`config.mk`:
```
export PLATFORM = sky130hd
export DESIGN_NAME = zero_count_seq
export DESIGN_NICKNAME = d
export VERILOG_FILES = /design/src/rtl/zero_count_pkg.sv /design/src/rtl/zc_chunk_tz.sv /design/src/rtl/zero_count_seq.sv
export SDC_FILE = /design/constraint.sdc
export NUM_CORES = 1
export LEC_CHECK = 0
export ABC_AREA = 0
export BUFFER_PORTS_ARGS = -buffer_cell sky130_fd_sc_hd__buf_2
export CORE_MARGIN = 2
export CORE_UTILIZATION = 45
export DETAILED_ROUTE_END_ITERATION = 7
export MAX_ROUTING_LAYER = met4
export PLACE_DENSITY_LB_ADDON = 0.05
export SYNTH_ARGS = -nofsm -noshare
export SYNTH_HDL_FRONTEND = slang
export SYNTH_SLANG_ARGS = --single-unit
```
`constraint.sdc`:
```
create_clock -name clk -period 2.1 [get_ports clk]
set_input_delay 0.525 -clock clk [delete_from_list [all_inputs] [get_ports clk]]
set_output_delay 0.525 -clock clk [all_outputs]
set_load 0.01 [all_outputs]
```
`src/rtl/zero_count_pkg.sv`:
```
// rtl/zero_count_pkg.sv - shared types and helpers for the sequential zero counter
//
// Purpose: FSM state and mode enumerations plus the count-width helper used
//          by zero_count_seq and its testbench.
// Contents:
//   zc_state_e    IDLE / SCAN / DONE
//   zc_mode_e     ZC_TRAILING (0) / ZC_LEADING (1)
//   zc_cnt_width  bits needed to hold a count of 0..w inclusive
package zero_count_pkg;

    typedef enum logic [1:0] {
        IDLE = 2'd0,
        SCAN = 2'd1,
        DONE = 2'd2
    } zc_state_e;

    typedef enum logic {
        ZC_TRAILING = 1'b0,
        ZC_LEADING  = 1'b1
    } zc_mode_e;

    // A count can equal w itself (all-zero word), hence the extra bit.
    function automatic int zc_cnt_width(input int w);
        return $clog2(w) + 1;
    endfunction

endpackage

```
`src/rtl/zc_chunk_tz.sv`:
```
// rtl/zc_chunk_tz.sv - combinational trailing-zero count of one chunk
//
// Purpose: trailing-zero count and nonzero flag for a CHUNK_WIDTH-bit slice.
// Ports:
//   data_i     in   CHUNK_WIDTH           chunk to examine
//   tz_o       out  $clog2(CHUNK_WIDTH)   trailing zeros (meaningful only when nonzero_o)
//   nonzero_o  out  1                     at least one bit of data_i is set
module zc_chunk_tz #(
    parameter int CHUNK_WIDTH = 8
) (
    input  logic [CHUNK_WIDTH-1:0]         data_i,
    output logic [$clog2(CHUNK_WIDTH)-1:0] tz_o,
    output logic                           nonzero_o
);

    localparam int TZ_W = $clog2(CHUNK_WIDTH);

    // x & -x keeps only the lowest set bit, giving a one-hot vector whose
    // position is the trailing-zero count.
    logic [CHUNK_WIDTH-1:0] lowest_set;

    assign lowest_set = data_i & (~data_i + CHUNK_WIDTH'(1));
    assign nonzero_o  = |data_i;

    // One-hot to binary: bit b of the index is the OR of every one-hot
    // position whose own index has bit b set.
    always_comb begin
        tz_o = '0;
        for (int b = 0; b < TZ_W; b++) begin
            for (int i = 0; i < CHUNK_WIDTH; i++) begin
                if (((i >> b) & 1) == 1) begin
                    tz_o[b] = tz_o[b] | lowest_set[i];
                end
            end
        end
    end

endmodule

```
`src/rtl/zero_count_seq.sv`:
```
// rtl/zero_count_seq.sv - iterative handshaked trailing/leading zero counter
//
// Purpose: counts trailing (mode=0) or leading (mode=1) zeros of a word,
//          scanning CHUNK_WIDTH bits per cycle between valid/ready ports.
// Build option: ZERO_COUNT_EARLY_EXIT_EN - end the scan at the first nonzero
//          chunk instead of always visiting every chunk (results identical).
// Ports:
//   clk        in   1                      rising-edge clock
//   reset      in   1                      synchronous active-high reset
//   in_valid   in   1                      din/mode valid
//   in_ready   out  1                      idle, can accept a word
//   din        in   DATA_WIDTH             word to scan
//   mode       in   1                      0 trailing zeros, 1 leading zeros
//   out_valid  out  1                      result valid
//   out_ready  in   1                      consumer accepts result
//   dout       out  $clog2(DATA_WIDTH)+1   zero count 0..DATA_WIDTH
//   all_zero   out  1                      word had no set bit
module zero_count_seq
    import zero_count_pkg::*;
#(
    parameter int DATA_WIDTH  = 32,
    parameter int CHUNK_WIDTH = 8
) (
    input  logic                          clk,
    input  logic                          reset,
    input  logic                          in_valid,
    output logic                          in_ready,
    input  logic [DATA_WIDTH-1:0]         din,
    input  logic                          mode,
    output logic                          out_valid,
    input  logic                          out_ready,
    output logic [$clog2(DATA_WIDTH):0]   dout,
    output logic                          all_zero
);

    localparam int NUM_CHUNKS = DATA_WIDTH / CHUNK_WIDTH;
    localparam int IDX_W      = (NUM_CHUNKS > 1) ? $clog2(NUM_CHUNKS) : 1;
    localparam int CNT_W      = zc_cnt_width(DATA_WIDTH);
    localparam int TZ_W       = $clog2(CHUNK_WIDTH);

`ifdef ZERO_COUNT_EARLY_EXIT_EN
    localparam bit EARLY_EXIT = 1'b1;
`else
    localparam bit EARLY_EXIT = 1'b0;
`endif

    zc_state_e              state_q;
    logic [DATA_WIDTH-1:0]  word_q;
    logic [IDX_W-1:0]       idx_q;
    logic [CNT_W-1:0]       acc_q;
    logic                   found_q;
    logic [CNT_W-1:0]       dout_q;
    logic                   all_zero_q;
    logic                   out_valid_q;

    logic [DATA_WIDTH-1:0]  din_rev;
    logic [DATA_WIDTH-1:0]  word_d;
    logic [CHUNK_WIDTH-1:0] chunk;
    logic [TZ_W-1:0]        chunk_tz;
    logic                   chunk_nz;
    logic                   last_chunk;
    logic [CNT_W-1:0]       hit_d;
    logic                   first_hit;

    // Leading zeros of din are the trailing zeros of its mirror image, so
    // the word is reversed once on capture and a single scan path serves
    // both modes.
    always_comb begin
        din_rev = '0;
        for (int i = 0; i < DATA_WIDTH; i++) begin
            din_rev[i] = din[DATA_WIDTH-1-i];
        end
    end

    assign word_d     = (zc_mode_e'(mode) == ZC_LEADING) ? din_rev : din;
    assign chunk      = word_q[int'(idx_q)*CHUNK_WIDTH +: CHUNK_WIDTH];
    assign last_chunk = (idx_q == IDX_W'(NUM_CHUNKS - 1));
    assign hit_d      = acc_q + CNT_W'(chunk_tz);
    assign first_hit  = !found_q && chunk_nz;

    zc_chunk_tz #(
        .CHUNK_WIDTH (CHUNK_WIDTH)
    ) u_chunk_tz (
        .data_i    (chunk),
        .tz_o      (chunk_tz),
        .nonzero_o (chunk_nz)
    );

    always_ff @(posedge clk) begin
        if (reset) begin
            state_q     <= IDLE;
            word_q      <= '0;
            idx_q       <= '0;
            acc_q       <= '0;
            found_q     <= 1'b0;
            dout_q      <= '0;
            all_zero_q  <= 1'b0;
            out_valid_q <= 1'b0;
        end else begin
            case (state_q)
                IDLE: begin
                    if (in_valid) begin
                        word_q     <= word_d;
                        idx_q      <= '0;
                        acc_q      <= '0;
                        found_q    <= 1'b0;
                        dout_q     <= '0;
                        all_zero_q <= 1'b0;
                        state_q    <= SCAN;
                    end
                end

                SCAN: begin
                    // Once found_q is set the result is frozen; the
                    // remaining chunks are only walked for fixed latency.
                    if (first_hit) begin
                        dout_q  <= hit_d;
                        found_q <= 1'b1;
                    end else if (!found_q) begin
                        acc_q <= acc_q + CNT_W'(CHUNK_WIDTH);
                        if (last_chunk) begin
                            dout_q     <= CNT_W'(DATA_WIDTH);
                            all_zero_q <= 1'b1;
                        end
                    end

                    if (last_chunk || (EARLY_EXIT && first_hit)) begin
                        out_valid_q <= 1'b1;
                        state_q     <= DONE;
                    end else begin
                        idx_q <= idx_q + IDX_W'(1);
                    end
                end

                DONE: begin
                    if (out_ready) begin
                        out_valid_q <= 1'b0;
                        state_q     <= IDLE;
                    end
                end

                default: begin
                    out_valid_q <= 1'b0;
                    state_q     <= IDLE;
                end
            endcase
        end
    end

    assign in_ready  = (state_q == IDLE);
    assign out_valid = out_valid_q;
    assign dout      = dout_q;
    assign all_zero  = all_zero_q;

endmodule

```
==> reports/metrics.csv <==
stage;metric;value;unit
place;placed insts;358;
worst_setup_path;CP Data Arrival Time;2290;ps
place;post-placement setup slack;-42.91;ps
layout;n_diodes;0;
power;LEAKAGE;1.303;nW
synthesis;Synth Register Bits;48;
global_routing;number of antenna violations at the first check in global routing;0;
power;PwrDens;732.9;nW/um^2
synthesis;Mapped Avg Cell Area;9.891;um^2
detailed_routing;Routed WL;5012;um
power;Switching Fraction;27.20;%
synthesis;post-synthesis cell count;243;
global_routing;first-pass GRT wire length;8645;um
sta;clk_skew;3.144;ps
sta;Worst Tran Pin Value;532.8;ps
floorplanning;die area;5942;um^2
detailed_routing;wire per inst;13.47;um
global_routing;largest net degree at the start of global routing;41;
layout;layout cell share with drive strength beyond 1;33.77;%
detailed_routing;routed vias/inst;5.376;
detailed_routing;Iter 0 DRT Violations;64;
worst_setup_path;Worst EP required;2340;ps
floorplanning;Initial Util;46.76;%
detailed_routing;ANT nets after route;0;
place;RePlAce Congestion;0.8716;
worst_setup_path;crit path kind;reg -> reg;
power;Switching Power;0.5993;mW
clock_network;Worst-Skew Late Latency;300;ps
sta;RSZ-0062 raised after global routing;true;
floorplanning;row cnt;26;
global_routing;vias in the first global route;1877;
floorplanning;Core ar.;5140;um^2
worst_setup_path;worst-path cell chain;buf_6, mux4_2, nor4_4, buf_4, nand3_4, mux2_4, nor2_2;
floorplanning;Die Ht;77.09;um
worst_setup_path;Startpoint Class;flop;
power;cell internal pwr;1.604;mW
run;Max Cap Violations;0;
detailed_routing;via count;2000;
synthesis;Cell variety after synth;35;
worst_hold_path;worst min path class;reg -> reg;
sta;final hold violation count;0;
sta;max-slew violation count;0;
clock_network;deepest clock path buffer count;2;
synthesis;post-synthesis sequential area ratio;39.98;%
clock_network;CTS tree;done;
sta;setup TNS;0;ps
synthesis;Warnings, synthesis;0;
worst_setup_path;r2r startpoint;idx_q[0]$_SDFFE_PP0P_;
power;Peak supply drop;361.5;uV
detailed_routing;DRC Markers;0;
place;dpl hpwl;3743;um
worst_setup_path;Worst setup startpoint;idx_q[0]$_SDFFE_PP0P_;
sta;Setup WS post-layout;47.94;ps
sta;final worst path period need;2052;ps
place;IO Port Bufs;45;
layout;nets;341;
global_routing;total global routing overflow;0;
layout;Reg area;963.4;um^2
worst_setup_path;crit-path max cell delay;550;ps
clock_network;H-tree depth;2;
power;clock share of power;29.6;%
layout;Layout Cells excl Fill;372;
layout;commonest non-fill, non-tap cell in the layout;dfxtp_1;
clock_network;CTS buffer count;5;
floorplanning;I/O Pins;46;
worst_setup_path;Critical Path Fanout Max;6;
synthesis;cell area after synthesis;2404;um^2
detailed_routing;TritonRoute pass-1 iters;4;
floorplanning;Die X;77.09;um
power;Gate power share;24.0;%
layout;multi-input logic area;1395;um^2
clock_network;clk sinks;48;
layout;Area Growth Syn to Fin;25.09;%
worst_setup_path;Worst Setup End Kind;flop;
clock_network;clk slew on worst S/H paths;80;ps
sta;Max Freq;0.4873;GHz
sta;period utilisation layout;97.72;%
worst_setup_path;Worst Path Buf+Inv;2;
clock_network;Root Buffer Master;clkbuf_8;
layout;Fill cells;517;
worst_hold_path;HP Start;out_valid$_SDFFE_PP0P_;
global_routing;total track usage;18.74;%
sta;Max transition margin;64.20;%
sta;final setup fails;0;
outcome;status;finished clean;
power;Seq pwr share;46.4;%
layout;most frequent cells in the layout;dfxtp_1, buf_2, nor2_1, mux2i_1, a211oi_1;
worst_setup_path;cell family with most CP delay;multiplexers;
worst_setup_path;CP max stage cell;mux4_2;
synthesis;Syn Nets;283;
[cell usage after synthesis]
master / n / area, um^2
a211oi_1: 33 / 247.7
a21oi_1: 6 / 30.03
a21oi_2: 1 / 8.760
a221o_1: 1 / 10.01
a22o_1: 1 / 8.760
a22oi_1: 2 / 15.01
a2bb2oi_1: 1 / 8.760
a32o_2: 2 / 22.52
a41oi_1: 1 / 8.760
and2_1: 2 / 12.51
and4_2: 1 / 10.01
buf_1: 3 / 11.26
buf_6: 2 / 22.52
clkbuf_1: 14 / 52.55
conb_1: 1 / 3.750
dfxtp_1: 48 / 960.9
ha_1: 3 / 37.54
inv_1: 1 / 3.750
mux2_1: 1 / 11.26
mux2i_1: 34 / 340.3
mux4_1: 3 / 78.83
mux4_2: 5 / 112.6
nand2_1: 5 / 18.77
nand2b_1: 6 / 37.54
nand3_1: 3 / 15.01
nand3b_1: 1 / 7.510
nand4_1: 2 / 12.51
nor2_1: 43 / 161.4
nor3_1: 8 / 40.04
nor4_4: 2 / 42.54
o21ai_0: 2 / 10.01
o21bai_1: 1 / 7.510
o2bb2ai_1: 2 / 17.52
or3_1: 1 / 6.260
xor2_1: 1 / 8.760
[worst paths after layout]
check                            to  slack (ps)  cells after the start
max reg2reg   acc_q[3]$_SDFFE_PP0P_          50                      7
max           acc_q[3]$_SDFFE_PP0P_          50                      7
min          out_valid$_SDFFE_PP0P_         450                      2
min reg2reg  out_valid$_SDFFE_PP0P_         450                      2
[worst reg2reg max path, cell delays in order (launching register included)]
cell,delay [ps]
dfxtp_2,360
buf_6,110
mux4_2,550
nor4_4,300
buf_4,200
nand3_4,80
mux2_4,320
nor2_2,80
[final cells by class]
type                       instances  share of cell area (%)
sequential                        48                   32.04
inverter                           1                  0.1248
timing repair buffer              70                   14.94
multi-input combinational        175                   46.40
clock inverter                     2                   1.165
tap                               70                   2.913
clock buffer                       6                   2.414
[power by group through the flow]
stage          clock network, mW  registers, mW  logic, mW
2_1_floorplan                  0           1.03      0.313
3_3_place_gp                   0           1.04      0.454
3_5_place_dp                   0           1.04      0.459
4_1_cts                    0.665           1.02      0.480
5_1_grt                    0.713           1.03      0.588
6_report                   0.652           1.02      0.529
[flip-flops by register name (all words and copies together), names as in the netlist]
signal,flops
state_q,2
word_q,32
dout,6
idx_q,2
all_zero,1
acc_q,3
found_q,1
out_valid,1
[through the flow]
| step | util (%) | hold slack [ps] | cell area, um^2 | power [mW] |
|---|---|---|---|---|
| after floorplan | - | 472.5 | 2404 | 1.339 |
| after global placement | 54.45 | 441.0 | 2799 | 1.497 |
| after detailed placement | 54.45 | 446.3 | 2799 | 1.502 |
| after CTS | 57.13 | 458.5 | 2937 | 2.167 |
| after global routing | 58.50 | 491.6 | 3007 | 2.333 |
| final | 58.50 | 454.8 | 3007 | 2.204 |
[routing by layer]
metal / routed length, um / track usage, %
met1: 2399 / 25.24
met2: 2303 / 28.25
met4: 67 / 6.786
met5: 0 / -
met3: 241 / 3.529
[timing repair]
item	4_1_cts	5_1_grt
gates resized for setup	5	13
endpoints found under the hold margin	0	0
setup buffers	3	3
pin swaps	1	5
hold buffers	0	0
setup endpoints to repair	3	9
[cells by family (layout without fill, tap and decap cells)]
kind of cell             count (synthesis)  in the layout  synth area share [%]
AND/OR/NAND/NOR                         74             74                 15.15
AO/OA/AOI/OAI                           53             53                 16.45
flip-flops                              48             48                 39.98
multiplexers                            43             43                 22.59
buffers and inverters                   20             79                 3.748
adder cells (fa/ha/maj)                  3              3                 1.562
other                                    1              1                0.1560
XOR/XNOR                                 1              1                0.3645
No activity file was read; power rests on OpenSTA's default activity.
